$ cat src/rtl/cpu_pkg.sv
// Shared constants for the fetch stage: reset PC, exception vectors,
// IF/ID bubble values and the redirect FSM encoding.
package cpu_pkg;

    localparam logic [31:0] NOP_INSTR    = 32'h0000_0000;
    localparam logic [31:0] RESET_PC     = 32'h8000_0000;
    localparam logic [31:0] ILLOP_VEC    = 32'h8000_0004;
    localparam logic [31:0] XADR_VEC     = 32'h8000_0008;

    localparam logic [31:0] BUBBLE_INSTR = NOP_INSTR;
    localparam logic [31:0] BUBBLE_PC4   = 32'h0000_0000;
    localparam logic        BUBBLE_VALID = 1'b0;

    typedef enum logic {
        IDLE = 1'b0,
        PEND = 1'b1
    } fetch_state_e;

    // Fetch addresses are word aligned; low bits of any target are dropped.
    function automatic logic [31:0] word_align(input logic [31:0] a);
        return {a[31:2], 2'b00};
    endfunction

endpackage

$ cat src/rtl/pc_next_sel.sv
// Combinational next-PC priority mux:
// exception > branch > jump > pending redirect > PC+4.
module pc_next_sel
    import cpu_pkg::*;
(
    input  logic        exc_valid,
    input  logic        exc_sel,
    input  logic        branch_taken,
    input  logic [31:0] branch_target,
    input  logic        jump_valid,
    input  logic [31:0] jump_target,
    input  logic        pc_wr,
    input  logic        pend,
    input  logic [31:0] pend_target,
    input  logic [31:0] pc,
    output logic [31:0] redir_target,
    output logic [31:0] next_pc,
    output logic        pc_load
);

    // Branch comes from EX and is older than an ID jump, so it wins.
    always_comb begin
        redir_target = branch_taken ? word_align(branch_target)
                                    : word_align(jump_target);
    end

    // Select the next PC and whether the PC register loads this edge.
    always_comb begin
        next_pc = pc + 32'd4;
        pc_load = pc_wr;
        if (exc_valid) begin
            next_pc = exc_sel ? XADR_VEC : ILLOP_VEC;
            pc_load = 1'b1;
        end else if (branch_taken || jump_valid) begin
            next_pc = redir_target;
            pc_load = pc_wr;
        end else if (pend) begin
            next_pc = pend_target;
            pc_load = pc_wr;
        end
    end

endmodule

$ cat src/rtl/if_stage_ctrl.sv
// Fetch stage control: PC register, IF/ID register and the buffered
// redirect FSM that holds a redirect until the PC is unstalled.
module if_stage_ctrl
    import cpu_pkg::*;
(
    input  logic        clk,
    input  logic        reset,
    input  logic        PCWr,
    input  logic        IF_ID_Wr,
    input  logic        exc_valid,
    input  logic        exc_sel,
    input  logic        branch_taken,
    input  logic [31:0] branch_target,
    input  logic        jump_valid,
    input  logic [31:0] jump_target,
    input  logic [31:0] Instruction_in,
    output logic [31:0] PC,
    output logic [31:0] IF_ID_Instruction,
    output logic [31:0] IF_ID_PC_Plus4,
    output logic        IF_ID_Valid,
    output logic        redirect_pending
);

    fetch_state_e state_q, state_d;
    logic [31:0]  pc_q, pc_d;
    logic [31:0]  pend_target_q, pend_target_d;
    logic [31:0]  ifid_instr_q, ifid_instr_d;
    logic [31:0]  ifid_pc4_q, ifid_pc4_d;
    logic         ifid_valid_q, ifid_valid_d;

    logic [31:0]  redir_target;
    logic [31:0]  next_pc;
    logic         pc_load;
    logic         redirect;

    assign redirect = branch_taken | jump_valid;

    pc_next_sel u_pc_next_sel (
        .exc_valid     (exc_valid),
        .exc_sel       (exc_sel),
        .branch_taken  (branch_taken),
        .branch_target (branch_target),
        .jump_valid    (jump_valid),
        .jump_target   (jump_target),
        .pc_wr         (PCWr),
        .pend          (state_q == PEND),
        .pend_target   (pend_target_q),
        .pc            (pc_q),
        .redir_target  (redir_target),
        .next_pc       (next_pc),
        .pc_load       (pc_load)
    );

    // State register plus all datapath flops.
    always_ff @(posedge clk or negedge reset) begin
        if (!reset) begin
            state_q       <= IDLE;
            pc_q          <= RESET_PC;
            pend_target_q <= 32'h0;
            ifid_instr_q  <= BUBBLE_INSTR;
            ifid_pc4_q    <= BUBBLE_PC4;
            ifid_valid_q  <= BUBBLE_VALID;
        end else begin
            state_q       <= state_d;
            pc_q          <= pc_d;
            pend_target_q <= pend_target_d;
            ifid_instr_q  <= ifid_instr_d;
            ifid_pc4_q    <= ifid_pc4_d;
            ifid_valid_q  <= ifid_valid_d;
        end
    end

    // Next state: a redirect seen during a stall parks the FSM in PEND.
    always_comb begin
        state_d = state_q;
        if (exc_valid) begin
            state_d = IDLE;
        end else if (redirect) begin
            state_d = PCWr ? IDLE : PEND;
        end else if (state_q == PEND && PCWr) begin
            state_d = IDLE;
        end
    end

    // Outputs: PC, buffered target and IF/ID contents.
    always_comb begin
        pc_d          = pc_load ? next_pc : pc_q;
        pend_target_d = pend_target_q;
        ifid_instr_d  = ifid_instr_q;
        ifid_pc4_d    = ifid_pc4_q;
        ifid_valid_d  = ifid_valid_q;
        if (!exc_valid && redirect && !PCWr) begin
            pend_target_d = redir_target;
        end
        if (exc_valid || redirect || state_q == PEND) begin
            ifid_instr_d = BUBBLE_INSTR;
            ifid_pc4_d   = BUBBLE_PC4;
            ifid_valid_d = BUBBLE_VALID;
        end else if (IF_ID_Wr) begin
            ifid_instr_d = Instruction_in;
            ifid_pc4_d   = pc_q + 32'd4;
            ifid_valid_d = 1'b1;
        end
    end

    assign PC                = pc_q;
    assign IF_ID_Instruction = ifid_instr_q;
    assign IF_ID_PC_Plus4    = ifid_pc4_q;
    assign IF_ID_Valid       = ifid_valid_q;
    assign redirect_pending  = (state_q == PEND);

endmodule
$ cat config.mk
export PLATFORM = sky130hd
export DESIGN_NAME = if_stage_ctrl
export DESIGN_NICKNAME = d
export VERILOG_FILES = /design/src/rtl/cpu_pkg.sv /design/src/rtl/pc_next_sel.sv /design/src/rtl/if_stage_ctrl.sv
export SDC_FILE = /design/constraint.sdc
export NUM_CORES = 1
export LEC_CHECK = 0
export BUFFER_PORTS_ARGS = -buffer_cell sky130_fd_sc_hd__buf_2
export CAP_MARGIN = 10
export CORE_MARGIN = 1
export CORE_UTILIZATION = 51
export CTS_BUF_LIST = sky130_fd_sc_hd__clkbuf_8 sky130_fd_sc_hd__clkbuf_16
export CTS_CLUSTER_SIZE = 24
export DETAILED_ROUTE_END_ITERATION = 6
export GPL_TIMING_DRIVEN = 0
export MAX_ROUTING_LAYER = met4
export PLACE_DENSITY = 0.8
export SLEW_MARGIN = 20
export SYNTH_ARGS = -nofsm -noshare
export SYNTH_HDL_FRONTEND = slang
export SYNTH_SLANG_ARGS = --single-unit
$ cat constraint.sdc
create_clock -name clk -period 2 [get_ports clk]
set_input_delay 0.4 -clock clk [delete_from_list [all_inputs] [get_ports clk]]
set_output_delay 0.4 -clock clk [all_outputs]
set_load 0.1 [all_outputs]
==> impl_metrics.csv, run 1 <==
group,metric,value,unit
synthesis,synth-main-ff-cell,"dfrtp_1",
synthesis,yosysTopAreaCellShare,0.4870,
finish,stdcell_area,8553,sq um
hold_path,hold_class,"in2reg",
global_routing,antenna_found_initial,0,
worst_setup_path,crit_buf_inv,0,
clocking,clock_path_buffers,2,
clocking,cts.sinks,124,
worst_setup_path,cp_max_fo,7,
timing,rsz0062_at_grt,"yes",
finish,multi_input_area,3114,sq um
clocking,numCtsBuffers,17,
power,p_per_area,924.2,nW/um^2
detailed_routing,wl,18550,um
clocking,h-tree-depth,4,
timing,slew_violations,0,
timing,fin_setup_tns,0,ns
synthesis,ys_seq_elements,124,
synthesis,async_flop_share,1.000,
global_routing,grt_pass1_vias,5536,
detailed_routing,via_per_inst,5.609,
placed_design,dpl.hpwl,13290,um
synthesis,ys_warn_count,0,
placed_design,numPortBuffers,190,
global_routing,grt.overflow.total,0,
floorplan,dieArea,12840,sq um
hold_path,min-delay-start,"exc_sel",
timing,hold_violations,0,
synthesis,ys_seq_area_frac,0.4912,
detailed_routing,route.detailed.drc,0,
worst_setup_path,startpoint,"PC[2]",
global_routing,grt_max_degree,80,
finish,layout_common_cells,"buf_2 (191), dfrtp_1 (95), o21ai_0 (80)",
detailed_routing,routedWlPerCell,17.33,um
global_routing,grt_pass1_wl,29010,um
floorplan,fp.dieH,113.3,um
finish,num-fill-cells,943,
timing,fin_skew,0.008267,ns
timing,timing.fmax,507.9,MHz
floorplan,die_w,113.3,um
finish,diodes,0,
run,maxCapViolations,0,
timing,setup_ws,0.03105,ns
synthesis,synth_area,6320,sq um
timing,fin_crit,1.969,ns
finish,area_delta_synth_final,35.34,%
placed_design,place_congestion,0.9440,
synthesis,synth-edff-count,0,
timing,post-route-period-util,0.9845,
synthesis,syn-instance-count,661,
timing,slew_headroom,0.5335,
worst_setup_path,crit_path_end_kind,"flip-flop",
worst_setup_path,slowest_stage,"or4_4",
synthesis,yosysUniqueCellTypes,53,
worst_setup_path,path_cells,"nand3_4 > or4_4 > nor3_1 > o21ai_0 > a21oi_1",
power,peakVddDrop,0.5185,mV
placed_design,placed_cells,1023,
finish,instances_no_fill,1070,
detailed_routing,final_antenna_net_count,0,
power,p_leak,4.183,nW
run_status,status,"complete, no violations",
synthesis,syn_avg_cell_area,9.561,sq um
finish,drive_gt1_frac,0.3514,
floorplan,rows,40,
clocking,clk_pin_slew,0.06,ns
floorplan,io_pins,202,
detailed_routing,drt_first_iter_violations,457,
worst_setup_path,cp.required,2.34,ns
floorplan,initial_core_util,0.5240,
clocking,root_buffer,"clkbuf_16",
placed_design,placed_area,7639,sq um
finish,regArea,3182,sq um
floorplan,core,12060,sq um
detailed_routing,vias,6002,
timing,holdWs,0.1661,ns
worst_setup_path,crit_arrival,2.31,ns
finish,fin_nets,995,
finish,layout_commonest_cell,"buf_2",
worst_setup_path,critPathLaunchType,"flip-flop",
clocking,cts_tree,"done",
worst_setup_path,worst-setup-path-type,"reg2reg",
worst_setup_path,cp_top_family,"simple AND/OR/NAND/NOR gates",
worst_setup_path,cpPeakStageDelay,0.59,ns
clocking,clk-insertion-delay-late,0.43,ns
timing,tightest_slew,0.6998,ns
detailed_routing,first_pass_iters,5,
timing,setup-violations-final,0,
global_routing,grt_usage,0.3066,
worst_setup_path,rr_startpoint,"PC[2]",
placed_design,pre_cts_slack,-0.4998,ns
synthesis,synthTopCellsByArea,"dfrtp_1 (49%), mux2i_1 (11%), o21ai_0 (6.3%), nor2_1 (4.0%), a21oi_1 (3.3%)",
synthesis,synth_area_leader_cell,"dfrtp_1",
==> cells in the mapped netlist, types with 3 or more instances <==
master     instances
buf_1              4
nand2_1           56
nor4_1             3
clkbuf_1          42
a2bb2oi_1          3
and4_1             3
nand2b_1           8
nor3_1            11
o211ai_1           5
nand3_1           18
a211oi_1          11
xnor2_1           14
nand4_1            7
o31ai_1            6
and2_1             4
xor2_1            12
o31a_1             6
o22ai_1            5
a31oi_1            4
nor3_2             3
nor2_1            68
o21ai_0           80
buf_4              4
a221o_1            3
inv_1             11
a21oi_1           42
a21o_1             5
mux2i_1           67
dfrtp_1          123
==> state kept, by name, summed over array words and instances (netlist names) <==
signal             count
IF_ID_Instruction     32
IF_ID_PC_Plus4        30
IF_ID_Valid            1
PC                    30
pend_target_q         30
redirect_pending       1
==> path summary, 6_finish.rpt <==
| path | to | cells after the start | slack (ns) |
|---|---|---|---|
| min | PC[2] | 2 | 0.17 |
| max in group asynchronous | redirect_pending | 3 | 0.77 |
| min in group asynchronous | IF_ID_Instruction[4] | 2 | 0.47 |
| max | IF_ID_PC_Plus4[17] | 5 | 0.03 |
| max reg2reg | IF_ID_PC_Plus4[17] | 5 | 0.03 |
| min reg2reg | pend_target_q[17] | 2 | 0.47 |
==> layer usage <==
layer	GRT usage	part of all wire	vias up
met5	-	0	-
met1	0.3955	0.43	2860
li1	-	-	2803
met3	0.07017	0.083	37
met4	0.1158	0.023	0
met2	0.4732	0.46	302
==> power by group <==
part | switching (W) | total (W) | internal [W]
Clock | 0.00113 | 0.00339 | 0.00226
Sequential | 0.000179 | 0.00290 | 0.00272
Combinational | 0.00119 | 0.00162 | 0.000427
==> logic make-up after synthesis <==
logic type	count (synthesis)	share of synthesized area
AOI/OAI and AO/OA	185	0.1738
xor gates and xnor gates	26	0.03603
adders and majority gates	1	0.001979
buffers and inverters	63	0.04019
DFF	124	0.4912
muxes	68	0.1079
other	1	0.0005934
and+or+nand+nor	193	0.1483
==> what timing repair did <==
item                                   CTS  global route
resized for setup                       21            14
pin swaps                                1             5
buffers inserted                         3            13
hold buffers                             1             0
setup endpoints to repair               75           108
endpoints found under the hold margin   45             0
==> through the flow <==
stage,utilization,total power [W]
global route,0.7091,0.008180
CTS,0.6959,0.007877
floorplan,-,0.004041
detailed placement,0.6333,0.004484
global placement,0.6305,0.004449
finish,0.7091,0.007905
==> cell type report <==
class,instances,share of cell area
clock inverters,12,0.02282
multi-input cells,477,0.3641
plain buffers,51,0.02794
clock buffers,19,0.05295
well taps,168,0.02458
repair buffers,208,0.1303
inverters,11,0.005266
flip-flops and latches,124,0.3720
Power figures use the tool's default switching activity.
==> run 2, diff against run 1 <==
--- a/config.mk
+++ b/config.mk
@@ -5,6 +5,7 @@
 export SDC_FILE = /design/constraint.sdc
 export NUM_CORES = 1
 export LEC_CHECK = 0
+export ABC_CLOCK_PERIOD_IN_PS = 2000
 export BUFFER_PORTS_ARGS = -buffer_cell sky130_fd_sc_hd__buf_2
 export CAP_MARGIN = 10
 export CORE_MARGIN = 1
@@ -15,6 +16,7 @@
 export GPL_TIMING_DRIVEN = 0
 export MAX_ROUTING_LAYER = met4
 export PLACE_DENSITY = 0.8
+export RECOVER_POWER = 100
 export SLEW_MARGIN = 20
 export SYNTH_ARGS = -nofsm -noshare
 export SYNTH_HDL_FRONTEND = slang
==> impl_metrics.csv, run 2 (same netlist as run 1, synthesis figures left out) <==
group,metric,value,unit
detailed_routing,via_per_inst,5.628,
timing,slew_violations,0,
timing,hold_violations,0,
detailed_routing,wl,18660,um
worst_setup_path,cp_max_fo,7,
worst_setup_path,crit_path_end_kind,"flip-flop",
global_routing,grt_max_degree,80,
timing,slew_headroom,0.2376,
worst_setup_path,slowest_stage,"or4_4",
power,switching_power,0.002500,W
placed_design,place_congestion,0.9440,
detailed_routing,route.detailed.drc,0,
clocking,numCtsBuffers,17,
clocking,clk_pin_slew,0.06,ns
worst_setup_path,startpoint,"PC[2]",
global_routing,grt.overflow.total,0,
placed_design,placed_cells,1023,
power,p_int,0.005403,W
power,peakVddDrop,0.5142,mV
hold_path,min-delay-start,"exc_sel",
floorplan,core,12060,sq um
floorplan,io_pins,202,
clocking,cts.sinks,124,
power,clkPwrFrac,0.428,
timing,fin_skew,0.01739,ns
timing,fin_crit,1.975,ns
clocking,clk-insertion-delay-late,0.43,ns
worst_setup_path,path_cells,"nand3_4 > or4_4 > nor3_1 > o21ai_0 > a21oi_1",
timing,rsz0062_at_grt,"yes",
floorplan,fp.dieH,113.3,um
global_routing,grt_pass1_vias,5536,
global_routing,grt_usage,0.3066,
finish,layout_commonest_cell,"buf_2",
global_routing,antenna_found_initial,0,
power,combPwrFrac,0.205,
hold_path,hold_class,"in2reg",
placed_design,numPortBuffers,190,
timing,tightest_slew,1.144,ns
clocking,root_buffer,"clkbuf_16",
worst_setup_path,crit_arrival,2.31,ns
detailed_routing,drt_first_iter_violations,484,
placed_design,dpl.hpwl,13290,um
worst_setup_path,critPathLaunchType,"flip-flop",
floorplan,initial_core_util,0.5240,
worst_setup_path,worst-setup-path-type,"reg2reg",
worst_setup_path,cpPeakStageDelay,0.59,ns
timing,timing.fmax,506.4,MHz
power,switching_share,0.3163,
floorplan,rows,40,
worst_setup_path,rr_startpoint,"PC[2]",
finish,instances_no_fill,1070,
clocking,clock_path_buffers,2,
detailed_routing,final_antenna_net_count,0,
timing,post-route-period-util,0.9874,
timing,holdWs,0.1724,ns
detailed_routing,first_pass_iters,5,
global_routing,grt_pass1_wl,29010,um
timing,setup-violations-final,0,
detailed_routing,vias,6022,
worst_setup_path,cp.required,2.34,ns
power,p_leak,4.124,nW
finish,area_delta_synth_final,35.22,%
finish,diodes,0,
finish,layout_common_cells,"buf_2 (129), dfrtp_1 (95), o21ai_0 (80)",
timing,fin_setup_tns,0,ns
clocking,cts_tree,"done",
run,maxCapViolations,0,
finish,largest_register_ffs,32,
floorplan,dieArea,12840,sq um
power,p_per_area,924.8,nW/um^2
floorplan,die_w,113.3,um
detailed_routing,routedWlPerCell,17.44,um
finish,fin_nets,995,
clocking,h-tree-depth,4,
finish,drive_gt1_frac,0.3503,
power,p_seq_frac,0.367,
run_status,status,"complete, no violations",
==> run 2: power groups by stage <==
| stage | Clock, W | Combinational [W] | Sequential [W] |
|---|---|---|---|
| 2_1_floorplan | 0 | 0.000547 | 0.00349 |
| 3_3_place_gp | 0 | 0.00153 | 0.00291 |
| 3_5_place_dp | 0 | 0.00156 | 0.00292 |
| 4_1_cts | 0.00341 | 0.00159 | 0.00288 |
| 5_1_grt | 0.00354 | 0.00172 | 0.00292 |
| 6_report | 0.00338 | 0.00162 | 0.00290 |
==> run 2: final cells by class <==
class / instances / area (sq um)
Tap cell: 168 / 210.2
Fill cell: 943 / 3516
Multi-Input combinational cell: 477 / 3114
Clock inverter: 12 / 195.2
Sequential cell: 124 / 3182
Buffer: 51 / 237.7
Timing Repair Buffer: 208 / 1109
Clock buffer: 19 / 452.9
Inverter: 11 / 45.04
==> run 2: per-stage QoR <==
stage                     utilization  setup slack (ns)  power [W]  cell area [sq um]
final                          0.7085           0.02516   0.007903               8546
after global routing           0.7085          -0.07839   0.008178               8546
after CTS                      0.6959         -0.002832   0.007877               8393
after detailed placement       0.6333           -0.4998   0.004484               7639
after global placement         0.6305            -1.466   0.004449               7605
after floorplan                     -          -0.01485   0.004041               6444
==> run 2: repair_timing <==
item | 4_1_cts | 5_1_grt
setup endpoints to repair | 75 | 108
resized for setup | 21 | 14
hold buffers | 1 | 0
endpoints found under the hold margin | 45 | 0
setup buffers | 3 | 13
pin swaps | 1 | 5
==> run 2: worst paths after layout <==
check	end	slack, ns	cells past startpoint
max in group asynchronous	redirect_pending	0.27	3
hold / removal	PC[2]	0.17	2
min in group asynchronous	IF_ID_Instruction[4]	0.74	2
hold reg to reg	pend_target_q[17]	0.47	2
setup reg to reg	IF_ID_PC_Plus4[17]	0.03	5
setup / recovery	IF_ID_PC_Plus4[17]	0.03	5
==> run 2: worst max-delay path, delay by kind of cell (launching register included) <==
| kind | cells | cell delay, ns |
|---|---|---|
| compound gates | 2 | 0.39 |
| simple gates | 3 | 1.02 |
| flops | 1 | 0.49 |
==> run 2: routing by layer <==
| metal | wire [um] | part of all wire | vias to the layer above | global-route usage |
|---|---|---|---|---|
| met5 | 0 | 0 | - | - |
| met4 | 346 | 0.019 | 0 | 0.1158 |
| met3 | 1601 | 0.086 | 28 | 0.07017 |
| met2 | 8734 | 0.47 | 324 | 0.4732 |
| met1 | 7979 | 0.43 | 2866 | 0.3955 |
| li1 | - | - | 2804 | - |
==> run 3, diff against run 2 <==
--- a/config.mk
+++ b/config.mk
@@ -15,7 +15,7 @@
 export DETAILED_ROUTE_END_ITERATION = 6
 export GPL_TIMING_DRIVEN = 0
 export MAX_ROUTING_LAYER = met4
-export PLACE_DENSITY = 0.8
+export PLACE_DENSITY = 0.89
 export RECOVER_POWER = 100
 export SLEW_MARGIN = 20
 export SYNTH_ARGS = -nofsm -noshare
==> impl_metrics.csv, run 3 (same netlist as run 1, synthesis figures left out) <==
group,metric,value,unit
run_status,status,"finished with violations",
run_status,failed_checks,"setup timing",
timing,rsz0062_at_grt,"yes",
worst_setup_path,cp_max_fo,5,
global_routing,grt_usage,0.3198,
timing,fin_crit,2.023,ns
global_routing,grt_pass1_vias,5775,
worst_setup_path,cp.required,2.30,ns
floorplan,io_pins,202,
finish,layout_common_cells,"buf_2 (190), dfrtp_1 (95), o21ai_0 (78)",
floorplan,dieArea,12840,sq um
placed_design,numPortBuffers,190,
global_routing,grt.overflow.total,0,
detailed_routing,first_pass_iters,5,
placed_design,placed_cells,1023,
floorplan,core,12060,sq um
run,maxCapViolations,0,
timing,holdWs,0.1777,ns
power,peakVddDrop,0.5029,mV
clocking,h-tree-depth,4,
clocking,clock_path_buffers,2,
floorplan,die_w,113.3,um
finish,layout_commonest_cell,"buf_2",
finish,postLayoutCoreUtil,0.7054,
timing,slew_violations,0,
timing,post-route-period-util,1.011,
detailed_routing,via_per_inst,5.806,
finish,diodes,0,
detailed_routing,route.detailed.drc,0,
finish,fin_nets,993,
worst_setup_path,critPathLaunchType,"flip-flop",
detailed_routing,vias,6207,
finish,stdcell_area,8508,sq um
worst_setup_path,rrSetupSlack,-0.02,ns
timing,hold_violations,0,
detailed_routing,final_antenna_net_count,0,
worst_setup_path,crit_path_end_kind,"flip-flop",
timing,tightest_slew,0.8248,ns
placed_design,place_congestion,0.9312,
floorplan,fp.dieH,113.3,um
power,p_per_area,939.2,nW/um^2
clocking,clk_pin_slew,0.06,ns
finish,largest_register_ffs,32,
timing,slew_headroom,0.4502,
placed_design,dpl.hpwl,13670,um
floorplan,rows,40,
timing,fin_skew,0.008807,ns
detailed_routing,drt_first_iter_violations,645,
worst_setup_path,crit_arrival,2.32,ns
finish,instances_no_fill,1069,
global_routing,grt_max_degree,66,
worst_setup_path,worst-setup-path-type,"reg2reg",
global_routing,grt_pass1_wl,30290,um
detailed_routing,wl,19790,um
detailed_routing,routedWlPerCell,18.52,um
power,p_leak,4.161,nW
floorplan,initial_core_util,0.5240,
clocking,cts.sinks,124,
placed_design,placed_area,7639,sq um
hold_path,hold_class,"in2reg",
finish,area_delta_synth_final,34.63,%
timing,setup-violations-final,2,
finish,num-fill-cells,905,
clocking,cts_tree,"done",
global_routing,antenna_found_initial,0,
finish,drive_gt1_frac,0.3430,
timing,timing.fmax,494.3,MHz
clocking,clk-insertion-delay-late,0.42,ns
timing,setup_ws,-0.02297,ns
power,fin_total_pwr,0.007991,W
clocking,root_buffer,"clkbuf_16",
clocking,numCtsBuffers,17,
[run 3: changes by cell type in the layout (fill, tap and decap cells not counted), sizes merged]
cell      delta
buf         +60
inv          +2
clkinvlp     -1
clkbuf      -62
[run 3: cell type report]
class | count | area (sq um) | area share
Tap cell | 168 | 210.2 | 0.02471
Inverter | 11 | 41.29 | 0.004853
Clock buffer | 19 | 452.9 | 0.05324
Sequential cell | 124 | 3182 | 0.3740
Timing Repair Buffer | 206 | 1080 | 0.1269
Buffer | 51 | 236.5 | 0.02779
Clock inverter | 13 | 212.7 | 0.02500
Multi-Input combinational cell | 477 | 3093 | 0.3635
[run 3: final timing paths]
path | startpoint | end | depth (start not counted)
max | PC[5] | PC[23] | 6
min | exc_sel | PC[2] | 2
max reg2reg | PC[5] | PC[23] | 6
min reg2reg | pend_target_q[3] | pend_target_q[3] | 2
max in group asynchronous | reset | PC[20] | 3
min in group asynchronous | reset | IF_ID_Instruction[23] | 2
[run 3: timing repair]
item,CTS,global route
pin swaps,2,9
endpoints found under the hold margin,58,0
endpoints found under the setup margin,69,64
setup buffers,6,8
gates resized for setup,15,14
hold buffers,1,0
[run 3: where the power goes]
group	total (W)	internal (W)	switching, W
clock network	0.00346	0.00229	0.00118
logic	0.00163	0.000416	0.00121
registers	0.00290	0.00272	0.000182
total	0.00799	0.00542	0.00257
[run 3: metal layers]
metal / wire length, um / global-route usage
met1: 7664 / 0.4047
met2: 9531 / 0.4928
met3: 1874 / 0.06856
met4: 723 / 0.1491
met5: 0 / -
[run 3: critical path, cell delays in order (launching register included)]
cell and delay (ns):
dfrtp_4 0.46, nand4_4 0.14, or4_4 0.60, nor4_4 0.35, buf_4 0.18, a21o_1 0.12
a2bb2oi_2 0.06
[run 3: through the flow]
step            TNS, ns  worst slack, ns
4_1_cts               0          0.02506
3_5_place_dp     -33.14          -0.4872
6_report       -0.02474         -0.02297
2_1_floorplan  -0.01485         -0.01485
3_3_place_gp    -159.13           -1.384
5_1_grt         -0.6182          -0.1351
